`config.mk`:
```
export PLATFORM = sky130hd
export DESIGN_NAME = puzzle_loader
export DESIGN_NICKNAME = d
export VERILOG_FILES = /design/src/rtl/puzzle_loader.sv
export SDC_FILE = /design/constraint.sdc
export NUM_CORES = 1
export LEC_CHECK = 0
export CAP_MARGIN = 20
export CORE_AREA = 2 2 217 219
export DETAILED_ROUTE_END_ITERATION = 16
export DIE_AREA = 0 0 219 221
export HOLD_SLACK_MARGIN = 0.15
export PLACE_DENSITY = 0.74
export SYNTH_ARGS = -nofsm -noshare
export SYNTH_HDL_FRONTEND = slang
export SYNTH_SLANG_ARGS = --single-unit
```
`constraint.sdc`:
```
create_clock -name clk -period 32.2 [get_ports clk]
set_input_delay 3.22 -clock clk [delete_from_list [all_inputs] [get_ports clk]]
set_output_delay 3.22 -clock clk [all_outputs]
set_load 0.005 [all_outputs]
```
`src/rtl/puzzle_loader.sv`:
```
// puzzle_loader
//   Picks a puzzle for the requested difficulty and streams it out of the
//   synchronous puzzle ROM one row per read. It assembles the full value map
//   and visibility map for the game state machine, and flags bad ROM content.
//
// Ports
//   clk                 system clock
//   reset               asynchronous, active-high reset
//   load_req            one-cycle request to load a new puzzle (ignored while busy)
//   difficulty          0 = easy, 1 = hard; latched on an accepted request
//   abort               cancel a load that is in FETCH or CAPTURE
//   rom_en              ROM read strobe (high only in FETCH)
//   rom_addr            {difficulty, puzzle_idx, row[3:0]}; 0 outside FETCH
//   rom_board_row       nine 4-bit cells, valid the cycle after rom_en
//   rom_vis_row         nine 2-bit visibility codes, valid with rom_board_row
//   selected_map        assembled board, cell (i,j) at [(i*9+j)*4 +: 4]
//   selected_visibility assembled visibility, cell (i,j) at [(i*9+j)*2 +: 2]
//   puzzle_id           index of the last puzzle that completed loading
//   busy                high in FETCH, CAPTURE and DONE
//   done                one-cycle pulse when a load completes
//   rom_error           sticky: a board nibble was 0 or above 9
module puzzle_loader #(
    parameter int unsigned PUZZLE_BITS = 3,
    parameter logic [7:0]  LFSR_SEED   = 8'hA5
) (
    input  logic                     clk,
    input  logic                     reset,
    input  logic                     load_req,
    input  logic                     difficulty,
    input  logic                     abort,
    output logic                     rom_en,
    output logic [PUZZLE_BITS+4:0]   rom_addr,
    input  logic [35:0]              rom_board_row,
    input  logic [17:0]              rom_vis_row,
    output logic [323:0]             selected_map,
    output logic [161:0]             selected_visibility,
    output logic [PUZZLE_BITS-1:0]   puzzle_id,
    output logic                     busy,
    output logic                     done,
    output logic                     rom_error
);

    typedef enum logic [1:0] {
        S_IDLE,
        S_FETCH,
        S_CAPTURE,
        S_DONE
    } state_t;

    state_t                 state;
    logic [7:0]             lfsr;
    logic                   lfsr_fb;
    logic [3:0]             row;
    logic                   diff_q;
    logic [PUZZLE_BITS-1:0] idx_q;
    logic                   last_valid;
    logic [PUZZLE_BITS-1:0] candidate;
    logic [PUZZLE_BITS-1:0] chosen;
    logic                   row_bad;

    // x^8 + x^6 + x^5 + x^4 + 1, Fibonacci form shifting toward the MSB.
    assign lfsr_fb = lfsr[7] ^ lfsr[5] ^ lfsr[4] ^ lfsr[3];

    // Never hand out the same puzzle twice in a row.
    // NOTE: every always_comb output gets a default before any branch, so no latch is inferred.
    always_comb begin
        candidate = lfsr[PUZZLE_BITS-1:0];
        chosen    = candidate;
        if (last_valid && (candidate == puzzle_id))
            chosen = candidate + PUZZLE_BITS'(1);
    end

    // A legal cell value is 1..9; anything else in the incoming row is a content fault.
    always_comb begin
        row_bad = 1'b0;
        for (int j = 0; j < 9; j++) begin
            if ((rom_board_row[j*4 +: 4] == 4'd0) || (rom_board_row[j*4 +: 4] > 4'd9))
                row_bad = 1'b1;
        end
    end

    // NOTE: state and outputs are registered with non-blocking assignments so every
    // read in this block sees the pre-edge value.
    always_ff @(posedge clk or posedge reset) begin
        if (reset) begin
            // NOTE: the wide map registers are reset too; downstream checks the board
            // for nonzero content and must never see power-up garbage.
            state               <= S_IDLE;
            lfsr                <= LFSR_SEED;
            row                 <= 4'd0;
            diff_q              <= 1'b0;
            idx_q               <= '0;
            last_valid          <= 1'b0;
            puzzle_id           <= '0;
            selected_map        <= '0;
            selected_visibility <= '0;
            rom_en              <= 1'b0;
            rom_addr            <= '0;
            busy                <= 1'b0;
            done                <= 1'b0;
            rom_error           <= 1'b0;
        end else begin
            lfsr <= {lfsr[6:0], lfsr_fb};
            done <= 1'b0;

            if (abort && ((state == S_FETCH) || (state == S_CAPTURE))) begin
                state               <= S_IDLE;
                rom_en              <= 1'b0;
                rom_addr            <= '0;
                busy                <= 1'b0;
                selected_map        <= '0;
                selected_visibility <= '0;
            end else begin
                case (state)
                    S_IDLE: begin
                        if (load_req) begin
                            diff_q              <= difficulty;
                            idx_q               <= chosen;
                            row                 <= 4'd0;
                            selected_map        <= '0;
                            selected_visibility <= '0;
                            rom_error           <= 1'b0;
                            rom_en              <= 1'b1;
                            rom_addr            <= {difficulty, chosen, 4'd0};
                            busy                <= 1'b1;
                            state               <= S_FETCH;
                        end
                    end

                    S_FETCH: begin
                        rom_en   <= 1'b0;
                        rom_addr <= '0;
                        state    <= S_CAPTURE;
                    end

                    S_CAPTURE: begin
                        // Constant-index slices keep the writes inside the 9 real rows.
                        for (int i = 0; i < 9; i++) begin
                            if (row == 4'(i)) begin
                                selected_map[i*36 +: 36]        <= rom_board_row;
                                selected_visibility[i*18 +: 18] <= rom_vis_row;
                            end
                        end
                        if (row_bad)
                            rom_error <= 1'b1;
                        if (row == 4'd8) begin
                            done       <= 1'b1;
                            puzzle_id  <= idx_q;
                            last_valid <= 1'b1;
                            state      <= S_DONE;
                        end else begin
                            row      <= row + 4'd1;
                            rom_en   <= 1'b1;
                            rom_addr <= {diff_q, idx_q, row + 4'd1};
                            state    <= S_FETCH;
                        end
                    end

                    S_DONE: begin
                        busy  <= 1'b0;
                        state <= S_IDLE;
                    end

                    default: state <= S_IDLE;
                endcase
            end
        end
    end

endmodule

```
==> impl_metrics.yaml <==
clock_tree:
  cts_buffers: 51
  post-cts-setup-buffer-count: 0
  cts_hold_buf: 0
  cts_resized: 0
  clk_pin_slew_ns: 0.06
  cts.path.max_buffers: 3
  cts_tree: "built"
  h-tree-depth: 2
  cts_sinks: 520
  worstSkewPairLatency_ns: 0.58
  cts_root_buf: "clkbuf_16"
finish:
  regArea_mm2: 0.01302
  multi_input_area_mm2: 0.005638
  fillers: 3840
  nets: 2406
  area_growth_pct: 38.91
  drive_gt1_share_pct: 5.133
global_route:
  antenna_found_initial: 2
  grtUsageTotal_pct: 25.73
  overflow: 0
  grt_pass1_vias: 15420
  grt_pass1_wl_mm: 94.91
  grt_start_max_net_pins: 138
setup_path:
  endpoint_kind: "flip-flop"
  path_class: "in2reg"
  cp_data_required_time_ns: 32.61
  start_kind: "input port"
  cp_cell_sequence: "clkdlybuf4s50_1 -> nand2b_1 -> o22ai_4 -> buf_4 -> o21ai_0"
  r2r_cells: 6
  critPathArrivalTime_ns: 6.45
  crit_fanout: 68
  slowest_delay_ns: 1.05
  slowest_stage: "o22ai_4"
logic_synthesis:
  synth-seq-cells: 520
  muxShareOfSynthArea_pct: 0.4964
  synthCells: 1815
  synth.distinct_cells: 49
  avgSynthCellArea_um2: 10.69
  yosys_warnings: 0
  async_flop_share_pct: 100.0
  yosysSeqAreaShare_pct: 67.07
  netlist_area_mm2: 0.01941
  synthFlopType: "dfrtp_1"
  synth_simple_gate_area_share_pct: 12.48
  yosys.area_share.adder_pct: 0.5802
  synth_xor_area_share_pct: 0.4964
  synth_compound_area_share_pct: 14.99
  syn-num-nets: 1883
  synth_enable_flop_cells: 0
  synth.area.top_cells: "dfrtp_1 (67%), o21ai_0 (12%), nand2_1 (11%)"
  synth_top_area_share_pct: 66.52
  synth_largest_area_cell: "dfrtp_1"
  synth_top_family_by_area: "compound AO/OA/AOI/OAI gates"
pwr:
  p_per_area_mw_per_mm2: 118.8
  share_clk_of_total_power_pct: 18.7
  p_comb_share_pct: 45.3
  leakage_nw: 11.67
  total_power_w: 0.003203
  share_seq_of_total_power_pct: 36.0
  power_switching_share_pct: 38.06
  p_int_w: 0.001984
  ir_worst_vdd_uv: 80.67
  p_switching_w: 0.001219
routing:
  drtAntennaViolNets: 0
  drt-wirelength-per-cell_um: 21.13
  drt_wl_total_mm: 63.08
  drtPass1Iterations: 5
  drt_iter0_drc: 1278
  drc: 0
  num_vias: 15740
  via_per_inst: 5.273
floorplan:
  rows: 79
  die-height_um: 221
  initial_core_util_pct: 42.14
  dieArea_mm2: 0.04840
  ios: 560
  coreArea_mm2: 0.04606
  die_width_um: 219
worst_hold_path:
  hp-class: "reg2reg"
  hold_depth: 0
sta:
  slew_headroom_pct: 26.47
  hold_viol_final: 0
  tns_ns: 0
  period_share_pct: 18.73
  finalSetupViolCount: 0
  tightest_slew_ns: 1.103
  rsz0062_at_grt: "no"
  finalCriticalPeriod_ns: 6.031
  fmax_ghz: 0.1658
  report.final.slew_viol_count: 0
  fin_hold_ws_ns: 0.3827
  finalClockSkew_ns: 0.008181
placed_design:
  gp_congestion: 0.8525
  hpwl_mm: 43.27
  port_buffers: 559
run:
  max_cap_violations: 0
status:
  outcome: "finished, final reports clean"
[final timing paths]
kind / slack (ns) / from / to
max: 26.17 / abort / selected_map[177]$_DFFE_PP0P_
min: 0.38 / lfsr[6]$_DFF_PP0_ / lfsr[7]$_DFF_PP1_
max reg2reg: 28.27 / state[0]$_DFFE_PP0P_ / selected_map[177]$_DFFE_PP0P_
min reg2reg: 0.38 / lfsr[6]$_DFF_PP0_ / lfsr[7]$_DFF_PP1_
max in group asynchronous: 26.24 / reset / selected_visibility[5]$_DFFE_PP0P_
min in group asynchronous: 3.23 / reset / selected_map[46]$_DFFE_PP0P_
[power groups by stage]
stage,Clock [W],Combinational (W),Sequential (W)
4_1_cts,0.000609,0.00145,0.00115
5_1_grt,0.000637,0.00156,0.00119
3_3_place_gp,0,0.00142,0.00114
3_5_place_dp,0,0.00145,0.00116
2_1_floorplan,0,0.000573,0.00116
6_report,0.000601,0.00145,0.00115
[stage by stage]
step | instance area [um2] | setup WS (ns) | util, % | instances
after global placement | 25230 | 25.51 | 54.77 | 2890
final | 26960 | 26.17 | 58.53 | 2985
after detailed placement | 25230 | 25.42 | 54.77 | 2890
after CTS | 26910 | 26.04 | 58.43 | 2982
after floorplan | 19410 | 14.46 | - | 1815
after global routing | 26960 | 25.69 | 58.53 | 2985
[flip-flops by register name, indices dropped and copies added, names as in the netlist, 2 cells and up]
register             flops
row                      4
selected_visibility    162
state                    2
puzzle_id                3
lfsr                     8
selected_map           324
idx_q                    3
rom_addr                 8
[placed cells by master, fill, tap and decap left out, types with 3 or more instances in the layout]
cell type        synthesis  routed
o21ai_1                 17      17
nand2_1                549     549
nor2b_1                  6       6
bufinv_16                0       3
dfstp_2                  4       4
a21oi_1                  8       8
xor2_1                   5       5
and3b_1                  5       5
nor2_1                   9       9
clkbuf_1                35      16
clkinv_2                 0       7
clkbuf_16                0      53
nand3_1                  6       6
mux2i_1                  4       4
o22ai_4                  9       9
nor3b_1                  4       4
clkdlybuf4s50_1          0     559
inv_1                   10       9
a211oi_1                 3       3
o21ai_0                482     482
clkbuf_8                 0      12
mux2_2                   5       5
or4_1                    7       7
ha_1                     9       9
dfrtp_1                516     516
buf_4                    6      23
xnor2_1                  6       6
nor4_1                   5       5
[cell usage after synthesis, types with 3 or more instances]
| master | instances |
|---|---|
| buf_4 | 6 |
| and3b_1 | 5 |
| nor2b_1 | 6 |
| dfrtp_1 | 516 |
| clkbuf_2 | 9 |
| dfstp_2 | 4 |
| o22ai_4 | 9 |
| a211oi_1 | 3 |
| a21oi_1 | 8 |
| nor4_1 | 5 |
| nor2_1 | 9 |
| clkbuf_1 | 35 |
| o21ai_0 | 482 |
| mux2i_1 | 4 |
| nand3_1 | 6 |
| xor2_1 | 5 |
| mux2_2 | 5 |
| buf_2 | 36 |
| nand2_1 | 549 |
| o21ai_1 | 17 |
| or4_1 | 7 |
| nor3b_1 | 4 |
| xnor2_1 | 6 |
| ha_1 | 9 |
| buf_6 | 28 |
| inv_1 | 10 |
[final cells by class]
cell class / count / share of cell area [%]
tap: 607 / 2.817
antenna: 1 / 0.009281
clock buffer: 81 / 5.754
timing repair buffer: 584 / 21.57
multi-input combinational: 1171 / 20.91
sequential: 520 / 48.28
clock inverter: 11 / 0.4919
inverter: 10 / 0.1671
[critical path, delay by kind of cell]
family	cells	cell delay, ns
buffers and inverters	2	1.18
AOI/OAI and AO/OA	2	1.27
and+or+nand+nor	1	0.67
[cells by family after synthesis]
logic type,Yosys count
AND/OR/NAND/NOR,605
AO/OA/AOI/OAI,537
flip-flops,520
buffers and inverters,124
XOR/XNOR,11
multiplexers,9
adder cells (fa/ha/maj),9
[metal layers]
metal | vias up | share of wire [%] | GRT usage, % | wire [um]
met5 | - | 0 | 0 | 0
met4 | 0 | 4.7 | 11.25 | 2964
met3 | 149 | 7.5 | 5.704 | 4754
met2 | 634 | 47 | 41.66 | 29960
met1 | 7840 | 40 | 33.27 | 25400
li1 | 7116 | - | - | -
No activity file was read; power rests on OpenSTA's default activity.
